`config.mk`:
```
export PLATFORM = sky130hd
export DESIGN_NAME = clk_run_ctrl
export DESIGN_NICKNAME = d
export VERILOG_FILES = /design/src/rtl/clk_ctrl_pkg.sv /design/src/rtl/step_edge_det.sv /design/src/rtl/clk_run_ctrl.sv
export SDC_FILE = /design/constraint.sdc
export NUM_CORES = 1
export LEC_CHECK = 0
export BUFFER_PORTS_ARGS = -buffer_cell sky130_fd_sc_hd__clkbuf_2
export CAP_MARGIN = 5
export CELL_PAD_IN_SITES_DETAIL_PLACEMENT = 0
export CELL_PAD_IN_SITES_GLOBAL_PLACEMENT = 2
export CORE_MARGIN = 5
export CORE_UTILIZATION = 36
export DETAILED_ROUTE_END_ITERATION = 6
export GPL_TIMING_DRIVEN = 0
export PLACE_DENSITY_LB_ADDON = 0.1
export SETUP_SLACK_MARGIN = 0.02
export SLEW_MARGIN = 20
export SYNTH_ARGS = -nofsm -noshare
export SYNTH_HDL_FRONTEND = slang
export SYNTH_SLANG_ARGS = --single-unit
```
`constraint.sdc`:
```
create_clock -name clk_in -period 3.17 [get_ports clk_in]
set_input_delay 0.1585 -clock clk_in [delete_from_list [all_inputs] [get_ports clk_in]]
set_output_delay 0.1585 -clock clk_in [all_outputs]
set_load 0.03 [all_outputs]
```
`src/rtl/clk_ctrl_pkg.sv`:
```
// Shared definitions for the CPU clock run/halt/step controller.
package clk_ctrl_pkg;

    localparam int unsigned DIV_W        = 16;
    localparam int unsigned DEFAULT_HALF = 10;

    typedef enum logic [1:0] {
        HALT   = 2'd0,
        RUN    = 2'd1,
        FINISH = 2'd2
    } run_state_t;

endpackage

```
`src/rtl/step_edge_det.sv`:
```
// Rising-edge detector for the debounced single-step button level.
module step_edge_det (
    input  logic clk_in,
    input  logic rst,
    input  logic step_req,
    output logic step_pulse
);

    logic step_prev;

    always_ff @(posedge clk_in) begin
        if (rst) begin
            step_prev <= 1'b0;
        end else begin
            step_prev <= step_req;
        end
    end

    assign step_pulse = step_req & ~step_prev;

endmodule

```
`src/rtl/clk_run_ctrl.sv`:
```
// Run/halt/single-step controller producing a divided CPU clock and a
// one-cycle clock enable, with glitch-free runtime divisor changes.
module clk_run_ctrl #(
    parameter int unsigned DIV_W        = clk_ctrl_pkg::DIV_W,
    parameter int unsigned DEFAULT_HALF = clk_ctrl_pkg::DEFAULT_HALF
) (
    input  logic             clk_in,
    input  logic             rst,
    input  logic             run_en,
    input  logic             step_req,
    input  logic [DIV_W-1:0] div_val,
    input  logic             div_load,
    output logic             div_ack,
    output logic             clk_out,
    output logic             cpu_ce,
    output logic             halted
);

    import clk_ctrl_pkg::*;

    run_state_t       state_q, state_d;
    logic [DIV_W-1:0] cnt_q, cnt_d;
    logic [DIV_W-1:0] half_q, half_d;
    logic [DIV_W-1:0] pend_q, pend_d;
    logic             pend_valid_q, pend_valid_d;
    logic             clk_out_d, cpu_ce_d, div_ack_d, halted_d;

    logic             step_pulse;
    logic             phase_last;
    logic             at_boundary;
    logic             apply_pend;
    logic [DIV_W-1:0] div_clamped;

    step_edge_det u_step_edge_det (
        .clk_in     (clk_in),
        .rst        (rst),
        .step_req   (step_req),
        .step_pulse (step_pulse)
    );

    assign div_clamped = (div_val == '0) ? DIV_W'(1) : div_val;
    assign phase_last  = (cnt_q == half_q - DIV_W'(1));
    assign at_boundary = (state_q != HALT) && !clk_out && phase_last;
    // half only changes at a boundary or while halted, so no phase is cut short
    assign apply_pend  = pend_valid_q && (at_boundary || state_q == HALT);

    always_comb begin
        state_d      = state_q;
        cnt_d        = cnt_q;
        half_d       = half_q;
        pend_d       = pend_q;
        pend_valid_d = pend_valid_q;
        clk_out_d    = clk_out;
        cpu_ce_d     = 1'b0;
        div_ack_d    = 1'b0;

        if (apply_pend) begin
            half_d       = pend_q;
            pend_valid_d = 1'b0;
            div_ack_d    = 1'b1;
        end
        if (div_load) begin
            pend_d       = div_clamped;
            pend_valid_d = 1'b1;
        end

        case (state_q)
            HALT: begin
                cnt_d     = '0;
                clk_out_d = 1'b0;
                if (run_en || step_pulse) begin
                    state_d   = run_en ? RUN : FINISH;
                    clk_out_d = 1'b1;
                    cpu_ce_d  = 1'b1;
                end
            end
            RUN, FINISH: begin
                // RUN with run_en low behaves exactly like FINISH
                if (at_boundary) begin
                    cnt_d = '0;
                    if (run_en) begin
                        state_d   = RUN;
                        clk_out_d = 1'b1;
                        cpu_ce_d  = 1'b1;
                    end else begin
                        state_d   = HALT;
                        clk_out_d = 1'b0;
                    end
                end else begin
                    state_d = run_en ? RUN : FINISH;
                    if (phase_last) begin
                        cnt_d     = '0;
                        clk_out_d = ~clk_out;
                    end else begin
                        cnt_d = cnt_q + DIV_W'(1);
                    end
                end
            end
            default: begin
                state_d   = HALT;
                cnt_d     = '0;
                clk_out_d = 1'b0;
            end
        endcase

        halted_d = (state_d == HALT);
    end

    always_ff @(posedge clk_in) begin
        if (rst) begin
            state_q      <= HALT;
            cnt_q        <= '0;
            half_q       <= DIV_W'(DEFAULT_HALF);
            pend_q       <= '0;
            pend_valid_q <= 1'b0;
            clk_out      <= 1'b0;
            cpu_ce       <= 1'b0;
            div_ack      <= 1'b0;
            halted       <= 1'b1;
        end else begin
            state_q      <= state_d;
            cnt_q        <= cnt_d;
            half_q       <= half_d;
            pend_q       <= pend_d;
            pend_valid_q <= pend_valid_d;
            clk_out      <= clk_out_d;
            cpu_ce       <= cpu_ce_d;
            div_ack      <= div_ack_d;
            halted       <= halted_d;
        end
    end

endmodule

```
Word-level counts from Yosys, hierarchy flattened:

Index checks and enable logic that the tools add are counted.

* flip-flop bits (word level): 56
* bits in latches: 0
* RAM bits: 0
* bits in read-only memories: 0
* bits of input ports: 21
* output and inout port bits: 4
* word-level logic and storage cells: 49
* memories kept: 0

* add/subtract/negate cells: 2
* $mul: 0
* divide/modulo/power cells: 0
* $lt $le $gt $ge: 0
* equal/unequal tests: 4
* shifts and indexed selects: 0
* multiplexer cells: 16
* bitwise operators: 4
* reduce and logical (&&, ||, !) cells: 13

Operators by type and width (count)
* adder 16 x 1 -> 16 bit (second input constant): 1
* == test 16 bit: 1
* zero test 16 bit: 1
* two-way mux 16 bit: 1
* subtractor 16 x 1 -> 16 bit (second input constant): 1
* two-way mux 1 bit: 9
* two-way mux 2 bit: 3
* zero test 2 bit: 2
* one-hot mux 1 bit (2 select lines): 2
* one-hot mux 2 bit (2 select lines): 1
* nonzero test 2 bit: 2
* OR reduction 4 bit: 1
* logical AND 1 bit: 3
* != test 3 bit (second input constant): 1
* inverter 1 bit: 3
* == test 2 x 1 -> 1 bit (second input constant): 1
* == test 2 bit (second input constant): 1
* logical OR 1 bit: 2
* OR reduction 2 bit: 1
* bitwise AND 1 bit: 1
* zero test 1 bit: 1

Longest topological paths before layout:

* word-level depth: 7
* gate-level depth with buffers: 11
* depth with buffers taken out: 9

Modules after synthesis:

From an unflattened synthesis, not the netlist that was laid out.

* cells, all modules: 362
* area total of the unflattened synthesis: 3144.3 um^2

By module, submodules not included
* clk_run_ctrl: times used 1, cells an instance 359, area an instance 3096.7 um^2, seq. area each 1101.1 um^2
* step_edge_det: times used 1, cells an instance 3, area an instance 47.5 um^2, seq. area each 20.0 um^2

Worst setup path after synthesis:

No wires, ideal clock.

* kind: register to register
* start: reg half_q[0]
* end: reg half_q[10]
* setup time: 128 ps
* arrival: 2742 ps
* data required time: 3042 ps
* setup slack: 300 ps
* stages on the path, launching flop included: 12
* buffers on the path: 2
* clock period less this slack: 2870 ps
* path through: dfxtp_1 inv_1 ha_1 or3b_1 nor3_2 xnor2_1 or4_1 o41ai_1 buf_4 buf_6 mux2i_1 nor2_1

* cells in the longest elaborated chain, start to end: 5

Ends and longest elaborated chain
* from (decl): RTL line clk_run_ctrl.sv:23 `logic [DIV_W-1:0] half_q, half_d;`
* from (signal assigned): RTL line clk_run_ctrl.sv:113 `half_q <= DIV_W'(DEFAULT_HALF);`
* from (signal assigned): RTL line clk_run_ctrl.sv:123 `half_q <= half_d;`
* subtractor 16 x 1 -> 16 bit: RTL line clk_run_ctrl.sv:42 `assign phase_last = (cnt_q == half_q - DIV_W'(1));`
* == test 16 bit: RTL line clk_run_ctrl.sv:42
* logical AND 1 bit: RTL line clk_run_ctrl.sv:43 `assign at_boundary = (state_q != HALT) && !clk_out && phase_last;`
* logical OR 1 bit: RTL line clk_run_ctrl.sv:45 `assign apply_pend = pend_valid_q && (at_boundary || state_q == HALT);`
* logical AND 1 bit: RTL line clk_run_ctrl.sv:45

Every way passes these cells.
A chain may end at the register's enable or synchronous reset.

Worst setup path after layout:

* start: reg half_q[2]
* end: reg state_q[1]

* cells in the longest elaborated chain, start to end: 5

Ends and longest elaborated chain
* subtractor 16 x 1 -> 16 bit: RTL line clk_run_ctrl.sv:42
* == test 16 bit: RTL line clk_run_ctrl.sv:42
* logical AND 1 bit: RTL line clk_run_ctrl.sv:43
* two-way mux 2 bit: RTL line clk_run_ctrl.sv:79 `if (at_boundary) begin`
* one-hot mux 2 bit (2 select lines): RTL line clk_run_ctrl.sv:67 `case (state_q)`
* to (signal assigned): RTL line clk_run_ctrl.sv:121 `state_q <= state_d;`
* to (decl): RTL line clk_run_ctrl.sv:21 `run_state_t state_q, state_d;`

Every way passes these cells.

==> impl_metrics.tcl <==
set metrics [dict create \
    outcome "finished clean" \
    synthToLayoutAreaGrowth_pct 14.8 \
    drt_first_iter_violations 82 \
    hold_viol 0 \
    skew_ns 0.00751 \
    power_density_nw_per_um2 473 \
    numCtsBuffers 5 \
    synth_compound_area_frac 0.0846 \
    cts.path.max_buffers 2 \
    post-route-drc-count 0 \
    antenna_found_initial 0 \
    syn_inst 317 \
    min_path_cells 2 \
    critPathMaxFanout 9 \
    pin_count 25 \
    peakVddDrop_uv 146 \
    layout_setup_ws_ns 0.124 \
    die_h_um 98.1 \
    reg2reg_from "half_q[2]$_SDFFE_PP0P_" \
    grt_pass1_vias 2235 \
    worstPathRequired_ns 3.39 \
    maxSlewViolCount 0 \
    gr-total-overflow 0 \
    drive_gt1_frac 0.144 \
    final_cells 450 \
    cp-end-kind "flip-flop" \
    num_vias 2250 \
    syn_avg_cell_area_um2 8.82 \
    maxCapViolCount 0 \
    routed_wl_um 6660 \
    pre_cts_slack_ns -0.132 \
    min_path_type "input pin to flip-flop" \
    synth_top_family_by_area "simple AND/OR/NAND/NOR gates" \
    start_kind "flip-flop" \
    grt_usage 0.145 \
    setup_viol 0 \
    clock-sinks 56 \
    dieArea_um2 9630 \
    ys_seq_elements 56 \
    htree_num_levels 2 \
    clockRootBuffer "clkbuf_8" \
    synth-edff-count 0 \
    portBuffers 22 \
    dp_cells 441 \
    worstMarginPinSlew_ns 0.731 \
    cts.clk_slew.worst_paths_ns 0.10 \
    synth.area.mux_share 0.104 \
    antennaDiodeCount 0 \
    globalplace.congestion 0.817 \
    period_share 0.961 \
    grt_max_degree 18 \
    wl_per_cell_um 14.8 \
    dieWidth_um 98.1 \
    crit_path_start "half_q[2]$_SDFFE_PP0P_" \
    async_flop_share 0 \
    via_per_inst 5.00 \
    critical_path_class "flip-flop to flip-flop" \
    syn_nets 342 \
    ff2ff_path_depth 8 \
    hold_path.startpoint "step_req" \
    yosysSeqAreaShare 0.401 \
    p_leak_nw 1.29 \
    grt_pass1_wl_um 11400 \
    synth_ff_type "dfxtp_1" \
    rows 32 \
    fin_hold_ws_ns 0.0761 \
    place_hpwl_um 5040 \
    yosys.area_share.simple 0.238 \
    ys_types 48 \
    first_pass_iters 4 \
    ys_warn_count 0 \
    final_nets 372 \
    grt_setup_unrepaired "true" \
    r2r_end "state_q[1]$_SDFF_PP0_" \
    post-route-min-period_ns 3.05 \
    hold_end "u_step_edge_det.step_prev$_SDFF_PP0_" \
    synth-xor-area-share 0.119 \
    coreArea_um2 7650 \
    clk_latency_ns 0.31 \
    synth_area_um2 2800 \
    cts_tree "built" \
    relSlewSlack 0.513 \
    start_util 0.366 \
    drtAntennaViolNets 0 \
    synth_fa_ha_area_frac 0.0179 \
    fmaxAchievable_mhz 328 \
    crit_arrival_ns 3.26 \
    r2r_slack_ns 0.12 \
]
## metrics by stage
step	TNS [ns]	cell area [um2]	util	total power [W]
floorplan	0	2800	-	0.000964
global placement	-1.12	3030	0.397	0.00104
finish	0	3210	0.420	0.00152
global route	-0.0469	3210	0.420	0.00161
CTS	0	3180	0.416	0.00154
detailed placement	-0.595	3030	0.397	0.00104
## where the power goes
part | total, W | switching (W) | internal (W)
Sequential | 0.000770 | 0.0000324 | 0.000738
Clock | 0.000486 | 0.000247 | 0.000239
Combinational | 0.000263 | 0.000149 | 0.000114
Total | 0.00152 | 0.000428 | 0.00109
## synth_stat cells (all sizes together), types with 2 or more instances
master  number  area, um2
clkbuf       9       33.8
and2         3       18.8
nor3        11       60.1
a211oi       3       22.5
or4          5       41.3
xnor2       18        158
xor2        20        175
buf          6       36.3
dfxtp       56       1120
a21oi        8       40.0
nor4b        2       17.5
inv          8       30.0
and3         7       43.8
ha           4       50.1
nor4         9       62.6
or3          2       17.5
o211ai       3       27.5
nor2b        4       25.0
nor3b        3       22.5
nand2       11       41.3
o21ai        7       35.0
nor2        57        216
nand2b       2       12.5
mux2i       29        290
a31oi        5       31.3
nand3       13       65.1
## cells by family after synthesis
| logic type | count (synthesis) |
|---|---|
| simple gates | 132 |
| flops | 56 |
| xor+xnor | 38 |
| compound gates | 35 |
| mux | 29 |
| buf+inv | 23 |
| fa+ha+maj | 4 |
## layout make-up
cell class | instances | area, um2
well taps | 102 | 128
flip-flops and latches | 56 | 1120
repair buffers | 24 | 125
multi-input cells | 238 | 1630
plain buffers | 14 | 68.8
clock buffers | 6 | 72.6
clock inverters | 2 | 38.8
fillers | 811 | 4440
inverters | 8 | 30.0
## worst max-delay path by stage
stage / to / slack, ns / depth (start not counted)
finish: state_q[1]$_SDFF_PP0_ / 0.12 / 8
global route: half_q[11]$_SDFFE_PP0P_ / -0.02 / 11
CTS: half_q[11]$_SDFFE_PP0P_ / 0.05 / 11
detailed placement: half_q[11]$_SDFFE_PP0P_ / -0.13 / 10
global placement: half_q[12]$_SDFFE_PP0P_ / -0.18 / 10
floorplan: half_q[10]$_SDFFE_PP0P_ / 0.30 / 11
## timing repair
action | 4_1_cts | 5_1_grt
setup endpoints to repair | 17 | 29
pin swaps | 0 | 2
resized for setup | 3 | 8
hold buffers | 0 | 0
setup buffers | 2 | 0
## cell usage in the layout (no fill, tap or decap), types with 3 or more instances in the layout
| cell | instances |
|---|---|
| nand3_1 | 13 |
| mux2i_1 | 29 |
| and3_1 | 7 |
| xor2_1 | 20 |
| a21oi_1 | 7 |
| nor2b_1 | 4 |
| a31oi_1 | 5 |
| dfxtp_1 | 55 |
| ha_1 | 3 |
| and2_1 | 3 |
| or4_1 | 4 |
| nand2_1 | 11 |
| xnor2_1 | 18 |
| nor4_1 | 7 |
| inv_1 | 8 |
| clkbuf_1 | 9 |
| buf_4 | 3 |
| clkbuf_2 | 22 |
| a211oi_1 | 3 |
| nor3_1 | 9 |
| clkbuf_8 | 5 |
| nor2_1 | 56 |
| o21ai_0 | 6 |
## sequential cells by signal, indices dropped and copies added (netlist names), 2 cells and up
name / flops
cnt_q: 16
half_q: 16
pend_q: 16
state_q: 2
## metal layers
| layer | part of all wire | global-route usage | vias to the layer above | wire [um] |
|---|---|---|---|---|
| met1 | 0.50 | 0.201 | 1055 | 3320 |
| met5 | 0 | 0 | - | 0 |
| met3 | 0.027 | 0.0271 | 6 | 177 |
| met2 | 0.46 | 0.234 | 26 | 3090 |
| li1 | - | - | 1163 | - |
| met4 | 0.011 | 0.0357 | 0 | 76 |
## worst max-delay path, cell delays in order (launching register included)
cell     delay [ns]
dfxtp_1        0.31
buf_2          0.17
or4_4          0.53
or4_1          0.55
a21oi_2        0.18
nor2_1         0.07
or3_4          0.43
or4_1          0.53
and2_1         0.18
No activity file was read; power rests on OpenSTA's default activity.
